## config.mk

```make
export PLATFORM = sky130hd
export DESIGN_NAME = fractal_sync_port_arbiter
export DESIGN_NICKNAME = d
export VERILOG_FILES = /design/src/rtl/fractal_sync_pkg.sv /design/src/rtl/fractal_sync_rr_arbiter.sv /design/src/rtl/fractal_sync_port_arbiter.sv
export SDC_FILE = /design/constraint.sdc
export NUM_CORES = 1
export LEC_CHECK = 0
export BUFFER_PORTS_ARGS = -buffer_cell sky130_fd_sc_hd__buf_4
export CELL_PAD_IN_SITES_DETAIL_PLACEMENT = 1
export CELL_PAD_IN_SITES_GLOBAL_PLACEMENT = 2
export CORE_MARGIN = 4
export CORE_UTILIZATION = 36
export CTS_CLUSTER_DIAMETER = 40
export CTS_CLUSTER_SIZE = 40
export DETAILED_ROUTE_END_ITERATION = 8
export GPL_TIMING_DRIVEN = 0
export HOLD_SLACK_MARGIN = 0.02
export PLACE_DENSITY = 0.83
export SYNTH_ARGS = -nofsm -noshare
export SYNTH_HDL_FRONTEND = slang
export SYNTH_SLANG_ARGS = --single-unit
```

## constraint.sdc

```tcl
create_clock -name clk_i -period 2.9 [get_ports clk_i]
set_input_delay 0.29 -clock clk_i [delete_from_list [all_inputs] [get_ports clk_i]]
set_output_delay 0.29 -clock clk_i [all_outputs]
set_load 0.02 [all_outputs]
```

## src/rtl/fractal_sync_pkg.sv

```systemverilog
// Shared types and helpers for the fractal-sync port arbiter.
// Latency: n/a (types and a pure function only).
// Backpressure: n/a.
package fractal_sync_pkg;

    // Per-requester slot state: free, waiting for a grant, waiting for a response.
    typedef enum logic [1:0] {
        ARB_IDLE = 2'd0,
        ARB_PEND = 2'd1,
        ARB_WAIT = 2'd2
    } fsync_arb_state_e;

    // Index that lies 'off' places after 'base' in a ring of 'n' entries.
    function automatic int unsigned rr_wrap(input int unsigned base,
                                            input int unsigned off,
                                            input int unsigned n);
        return (base + off) % n;
    endfunction

endpackage

```

## src/rtl/fractal_sync_rr_arbiter.sv

```systemverilog
// Round-robin pick among N requests, starting just after a pointer held by the parent.
// Latency: purely combinational.
// Backpressure: none; the parent decides when a grant takes effect.
//   req     : requests, one bit per requester
//   ptr     : index of the last grantee
//   gnt     : one-hot grant, gnt_idx its index, any_gnt set when gnt is non-zero
module fractal_sync_rr_arbiter
    import fractal_sync_pkg::*;
#(
    parameter int N  = 4,
    parameter int IW = $clog2(N)
) (
    input  logic [N-1:0]  req,
    input  logic [IW-1:0] ptr,
    output logic [N-1:0]  gnt,
    output logic [IW-1:0] gnt_idx,
    output logic          any_gnt
);

    int unsigned cand;

    // Offsets 1..N visit every index once, the pointer itself last,
    // so the previous grantee has the lowest priority.
    always_comb begin
        gnt     = '0;
        gnt_idx = '0;
        any_gnt = 1'b0;
        cand    = 0;
        for (int k = 1; k <= N; k++) begin
            cand = rr_wrap(32'(ptr), 32'(k), 32'(N));
            if (!any_gnt && req[cand]) begin
                any_gnt   = 1'b1;
                gnt[cand] = 1'b1;
                gnt_idx   = IW'(cand);
            end
        end
    end

endmodule

```

## src/rtl/fractal_sync_port_arbiter.sv

```systemverilog
// Shares one fractal-sync upstream port among N_REQ requesters: one pending request per
// requester, round-robin grant, tag-routed responses, per-requester timeout.
// Latency: accept at edge t -> upstream request in cycle t+2; response at edge e -> rsp pulse after e.
// Backpressure: req_ready_o low while a requester's slot is busy; the upstream side has none.
//   req_valid_i/req_level_i/req_ready_o : per-requester request handshake, level flattened
//   rsp_valid_o/rsp_error_o             : per-requester one-cycle response pulse and error flag
//   up_req_*                            : registered upstream request, tagged with requester index
//   up_rsp_*                            : upstream response, routed by tag
//   spurious_o                          : pulse when a response matches no waiting requester
module fractal_sync_port_arbiter
    import fractal_sync_pkg::*;
#(
    parameter  int N_REQ   = 4,
    parameter  int LVL_W   = 4,
    parameter  int TIMEOUT = 1024,
    localparam int ID_W    = $clog2(N_REQ)
) (
    input  logic                   clk_i,
    input  logic                   rst_i,
    input  logic [N_REQ-1:0]       req_valid_i,
    input  logic [N_REQ*LVL_W-1:0] req_level_i,
    output logic [N_REQ-1:0]       req_ready_o,
    output logic [N_REQ-1:0]       rsp_valid_o,
    output logic [N_REQ-1:0]       rsp_error_o,
    output logic                   up_req_valid_o,
    output logic [LVL_W-1:0]       up_req_level_o,
    output logic [ID_W-1:0]        up_req_id_o,
    input  logic                   up_rsp_valid_i,
    input  logic [ID_W-1:0]        up_rsp_id_i,
    input  logic                   up_rsp_error_i,
    output logic                   spurious_o
);

    // Timer must be able to hold TIMEOUT; keep at least one bit when timeout is disabled.
    localparam int          TW      = (TIMEOUT > 0) ? $clog2(TIMEOUT + 1) : 1;
    localparam int unsigned TO_LAST = (TIMEOUT > 0) ? TIMEOUT - 1 : 0;

    logic [N_REQ-1:0]       idle_v;
    logic [N_REQ-1:0]       pend_v;
    logic [N_REQ-1:0]       rsp_hit;
    logic [N_REQ*LVL_W-1:0] level_flat;

    logic [ID_W-1:0]        ptr_q;
    logic [N_REQ-1:0]       gnt;
    logic [ID_W-1:0]        gnt_idx;
    logic                   any_gnt;

    fractal_sync_rr_arbiter #(
        .N  (N_REQ),
        .IW (ID_W)
    ) u_rr (
        .req     (pend_v),
        .ptr     (ptr_q),
        .gnt     (gnt),
        .gnt_idx (gnt_idx),
        .any_gnt (any_gnt)
    );

    assign req_ready_o = idle_v;

    for (genvar i = 0; i < N_REQ; i++) begin : g_req
        fsync_arb_state_e state_q, state_d;
        logic [LVL_W-1:0] level_q;
        logic [TW-1:0]    timer_q;
        logic             is_idle, is_pend, is_wait;
        logic             hit, to_hit;
        logic             rsp_vld_q, rsp_err_q;

        // A response only counts for a requester that is actually waiting on it.
        assign hit    = up_rsp_valid_i && (up_rsp_id_i == ID_W'(i)) && is_wait;
        // A response landing in the timeout cycle takes precedence.
        assign to_hit = (TIMEOUT != 0) && is_wait && !hit && (timer_q == TW'(TO_LAST));

        always_ff @(posedge clk_i) begin
            if (rst_i) begin
                state_q <= ARB_IDLE;
            end else begin
                state_q <= state_d;
            end
        end

        always_comb begin
            state_d = state_q;
            case (state_q)
                ARB_IDLE: if (req_valid_i[i])  state_d = ARB_PEND;
                ARB_PEND: if (gnt[i])          state_d = ARB_WAIT;
                ARB_WAIT: if (hit || to_hit)   state_d = ARB_IDLE;
                default:                       state_d = ARB_IDLE;
            endcase
        end

        always_comb begin
            is_idle = (state_q == ARB_IDLE);
            is_pend = (state_q == ARB_PEND);
            is_wait = (state_q == ARB_WAIT);
        end

        always_ff @(posedge clk_i) begin
            if (rst_i) begin
                level_q   <= '0;
                timer_q   <= '0;
                rsp_vld_q <= 1'b0;
                rsp_err_q <= 1'b0;
            end else begin
                if (is_idle && req_valid_i[i]) begin
                    level_q <= req_level_i[i*LVL_W +: LVL_W];
                end
                // Clear on entry to WAIT, then count every WAIT cycle, saturating.
                if (is_pend && gnt[i]) begin
                    timer_q <= '0;
                end else if (is_wait && (timer_q != '1)) begin
                    timer_q <= timer_q + 1'b1;
                end
                rsp_vld_q <= hit || to_hit;
                rsp_err_q <= hit ? up_rsp_error_i : to_hit;
            end
        end

        assign idle_v[i]                       = is_idle;
        assign pend_v[i]                       = is_pend;
        assign rsp_hit[i]                      = hit;
        assign level_flat[i*LVL_W +: LVL_W]    = level_q;
        assign rsp_valid_o[i]                  = rsp_vld_q;
        assign rsp_error_o[i]                  = rsp_err_q;
    end

    // Pointer, upstream request register and spurious-response flag.
    // Any response that hit no waiting requester (wrong state or out-of-range tag) is spurious.
    always_ff @(posedge clk_i) begin
        if (rst_i) begin
            ptr_q          <= ID_W'(N_REQ - 1);
            up_req_valid_o <= 1'b0;
            up_req_level_o <= '0;
            up_req_id_o    <= '0;
            spurious_o     <= 1'b0;
        end else begin
            if (any_gnt) begin
                ptr_q <= gnt_idx;
            end
            up_req_valid_o <= any_gnt;
            up_req_id_o    <= any_gnt ? gnt_idx : '0;
            up_req_level_o <= any_gnt ? level_flat[int'(gnt_idx)*LVL_W +: LVL_W] : '0;
            spurious_o     <= up_rsp_valid_i && !(|rsp_hit);
        end
    end

endmodule

```

==> impl_metrics.toml <==
[final_layout]
area.growth.synth_to_final_pct = 21.86
num_antenna_cells = 0
drive_gt1_frac = 0.1696
finalNonFillerCells = 703
nFillCells = 1378
num-nets-final = 593

[logic_synthesis]
synth_area_um2 = 4304
synth_ff_type = "dfxtp_1"
ys_ff_latch = 86
yosysWarnings = 0
yosysUniqueCellTypes = 52
synth_nets = 534
synth-seq-area-share = 0.4000
synth_area_leaders = "dfxtp_1 (40%), mux2i_1 (7.4%), nor3_1 (5.8%), nor2_1 (4.3%), ha_1 (3.5%)"
synthCells = 496
syn_area_per_cell_um2 = 8.678
synth-edff-count = 0
synth_common_cells = "dfxtp_1 (86), nor3_1 (50), nor2_1 (49)"
yosysMostFrequentCell = "dfxtp_1"
async_flop_share = 0
synth_top_area_cell = "dfxtp_1"
synth.top_cell.area_share = 0.4000

[route]
via_per_inst = 5.438
wirelength_um = 11780
drt_iter0_markers = 206
wire_per_inst_um = 16.76
final_antenna_net_count = 0
num_vias = 3823
drc = 0
drt_first_pass_iters = 4

[place]
port_buffers = 44
dp.cells = 683
gp_congestion = 0.8382
place_hpwl_um = 8687

[critical_path]
endpoint_kind = "register"
cp_max_fo = 10
max_stage_delay_ps = 410
critPathBufInv = 5
cp_common_cell = "buf_4"
crit_required_ps = 3160
critical_path.top_delay_family = "buffers and inverters"
crit_chain = "clkbuf_4 -> inv_1 -> ha_4 -> mux4_2 -> buf_4 -> a222oi_1 -> buf_4 -> a21oi_2 -> buf_12 -> nor3_1"
startpoint_type = "register"
criticalPathCategory = "reg2reg"
cp_slowest_cell = "dfxtp_4"
crit_arrival_ps = 2990

[floorplan]
initial_core_util = 0.3722
die_h_um = 117.3
rows = 39
dieArea_um2 = 13770
pin_count = 46
core_area_um2 = 11560
die_x_um = 117.3

[timing]
finalCritPeriodShare = 0.9390
fmax_ghz = 0.3672
rsz0062_at_grt = "no"
final.setup.tns_ps = 0
worst_pin_slew_ps = 876.2
whs_ps = 182.1
drv_slew = 0
fin_crit_ps = 2723
setup_viol = 0
finClkSkew_ps = 5.136
hold_viol = 0
relSlewSlack = 0.4082

[cts]
cts_tree = "yes"
htree_levels = 3
clock_path_buffers = 2
cts-buffers-inserted = 9
path_clk_slew_ps = 60
clk_latency_ps = 340
clockRootBuffer = "clkbuf_16"
clock_sinks = 86
cts_hold_buf = 0

[worst_hold_path]
hp-class = "in2reg"

[pwr]
ir_drop_mv = 0.2436
power.density_nw_per_um2 = 792.4
p_leak_nw = 2.059

[global_routing]
grt_max_degree = 14
antenna_found_initial = 0
grt_overflow = 0
grt_pass1_vias = 3810
grt_first_pass_wirelength_um = 19730
gr-usage-all-layers = 0.1739

[run]
cap_viol_max_count = 0

[run_status]
outcome = "completed"
[power breakdown]
part	total (mW)	leakage (nW)	switching (mW)	internal, mW
combinational	1.49	1.19	0.848	0.639
sequential	1.38	0.698	0.0925	1.29
clock	1.28	0.166	0.461	0.824
[routing by layer]
metal	GRT usage	part of all wire	up-vias
li1	-	-	1895
met1	0.2339	0.48	1861
met2	0.2807	0.47	52
met3	0.02695	0.027	15
met4	0.06818	0.018	0
met5	0	0	-
[final cells by class]
class                           instances  area [um2]  area share
Clock buffer                           13       270.3     0.05153
Multi-Input combinational cell        362        2381      0.4540
Sequential cell                        86        1725      0.3290
Buffer                                 39       215.2     0.04103
Clock inverter                          3       65.06     0.01240
Inverter                                9       36.28    0.006918
Tap cell                              143       178.9     0.03411
Timing Repair Buffer                   48       372.9     0.07109
[logic make-up (layout without fill, tap and decap cells)]
kind of cell,after synthesis,in the layout,share of synthesized area
simple gates,223,223,0.2660
compound gates,63,63,0.09942
buf+inv,48,112,0.05378
flops,86,86,0.4000
fa+ha+maj,12,12,0.03488
mux,34,34,0.08488
xor+xnor,30,30,0.06105
[through the flow]
stage / total power [mW] / area (um2) / util / worst slack [ps]
global placement: 2.725 / 4813 / 0.4162 / -338.3
floorplan: 2.360 / 4304 / - / 269.4
CTS: 4.138 / 5209 / 0.4504 / 1.743
global route: 4.388 / 5245 / 0.4535 / 25.47
finish: 4.156 / 5245 / 0.4535 / 176.9
detailed placement: 2.759 / 4813 / 0.4162 / -412.5
[tightest hold or removal path: stages]
cell,delay [ps]
buf_4,80
mux2i_1,50
nor2_1,70
[cell usage in the layout, fill, tap and decap left out, types with 4 or more instances in the layout]
| cell type | netlist | routed |
|---|---|---|
| buf_4 | 12 | 63 |
| nand2_1 | 28 | 28 |
| and4_1 | 4 | 4 |
| dfxtp_1 | 86 | 85 |
| a21oi_1 | 19 | 16 |
| nor2_1 | 49 | 49 |
| nor4_1 | 7 | 7 |
| nand4_1 | 17 | 17 |
| clkbuf_16 | 0 | 9 |
| nor2b_1 | 11 | 11 |
| clkbuf_1 | 18 | 18 |
| nand2b_1 | 9 | 9 |
| o31ai_1 | 6 | 6 |
| inv_1 | 8 | 8 |
| o21ai_0 | 5 | 5 |
| xor2_1 | 16 | 16 |
| nand3_1 | 27 | 27 |
| and3_1 | 4 | 4 |
| nor3_1 | 50 | 50 |
| a31oi_1 | 8 | 8 |
| and2_1 | 4 | 4 |
| mux2i_1 | 32 | 32 |
| xnor2_1 | 14 | 14 |
| ha_1 | 12 | 11 |
| a222oi_1 | 4 | 4 |
| a21oi_2 | 1 | 4 |
| o22ai_1 | 4 | 4 |
[flip-flops by register name, summed over array words and instances (netlist names)]
name             count
up_req_valid_o       1
g_req.state_q        8
up_req_id_o          2
g_req.rsp_vld_q      4
g_req.timer_q       44
spurious_o           1
up_req_level_o       4
g_req.level_q       16
g_req.rsp_err_q      4
ptr_q                2
[final timing paths]
kind | startpoint | end | slack (ps) | cells past startpoint
hold reg to reg | g_req[1].level_q[1]$_SDFFE_PP0P_ | g_req[1].level_q[1]$_SDFFE_PP0P_ | 500 | 2
setup reg to reg | ptr_q[1]$_SDFFE_PP1N_ | g_req[2].timer_q[9]$_SDFFE_PP0P_ | 180 | 10
hold / removal | req_level_i[2] | g_req[0].level_q[2]$_SDFFE_PP0P_ | 180 | 3
setup / recovery | ptr_q[1]$_SDFFE_PP1N_ | g_req[2].timer_q[9]$_SDFFE_PP0P_ | 180 | 10
[timing repair]
item | CTS | global route
setup endpoints to repair | 56 | 49
setup buffers | 2 | 2
gates resized for setup | 12 | 7
pin swaps | 5 | 1
No activity file was read; power rests on OpenSTA's default activity.
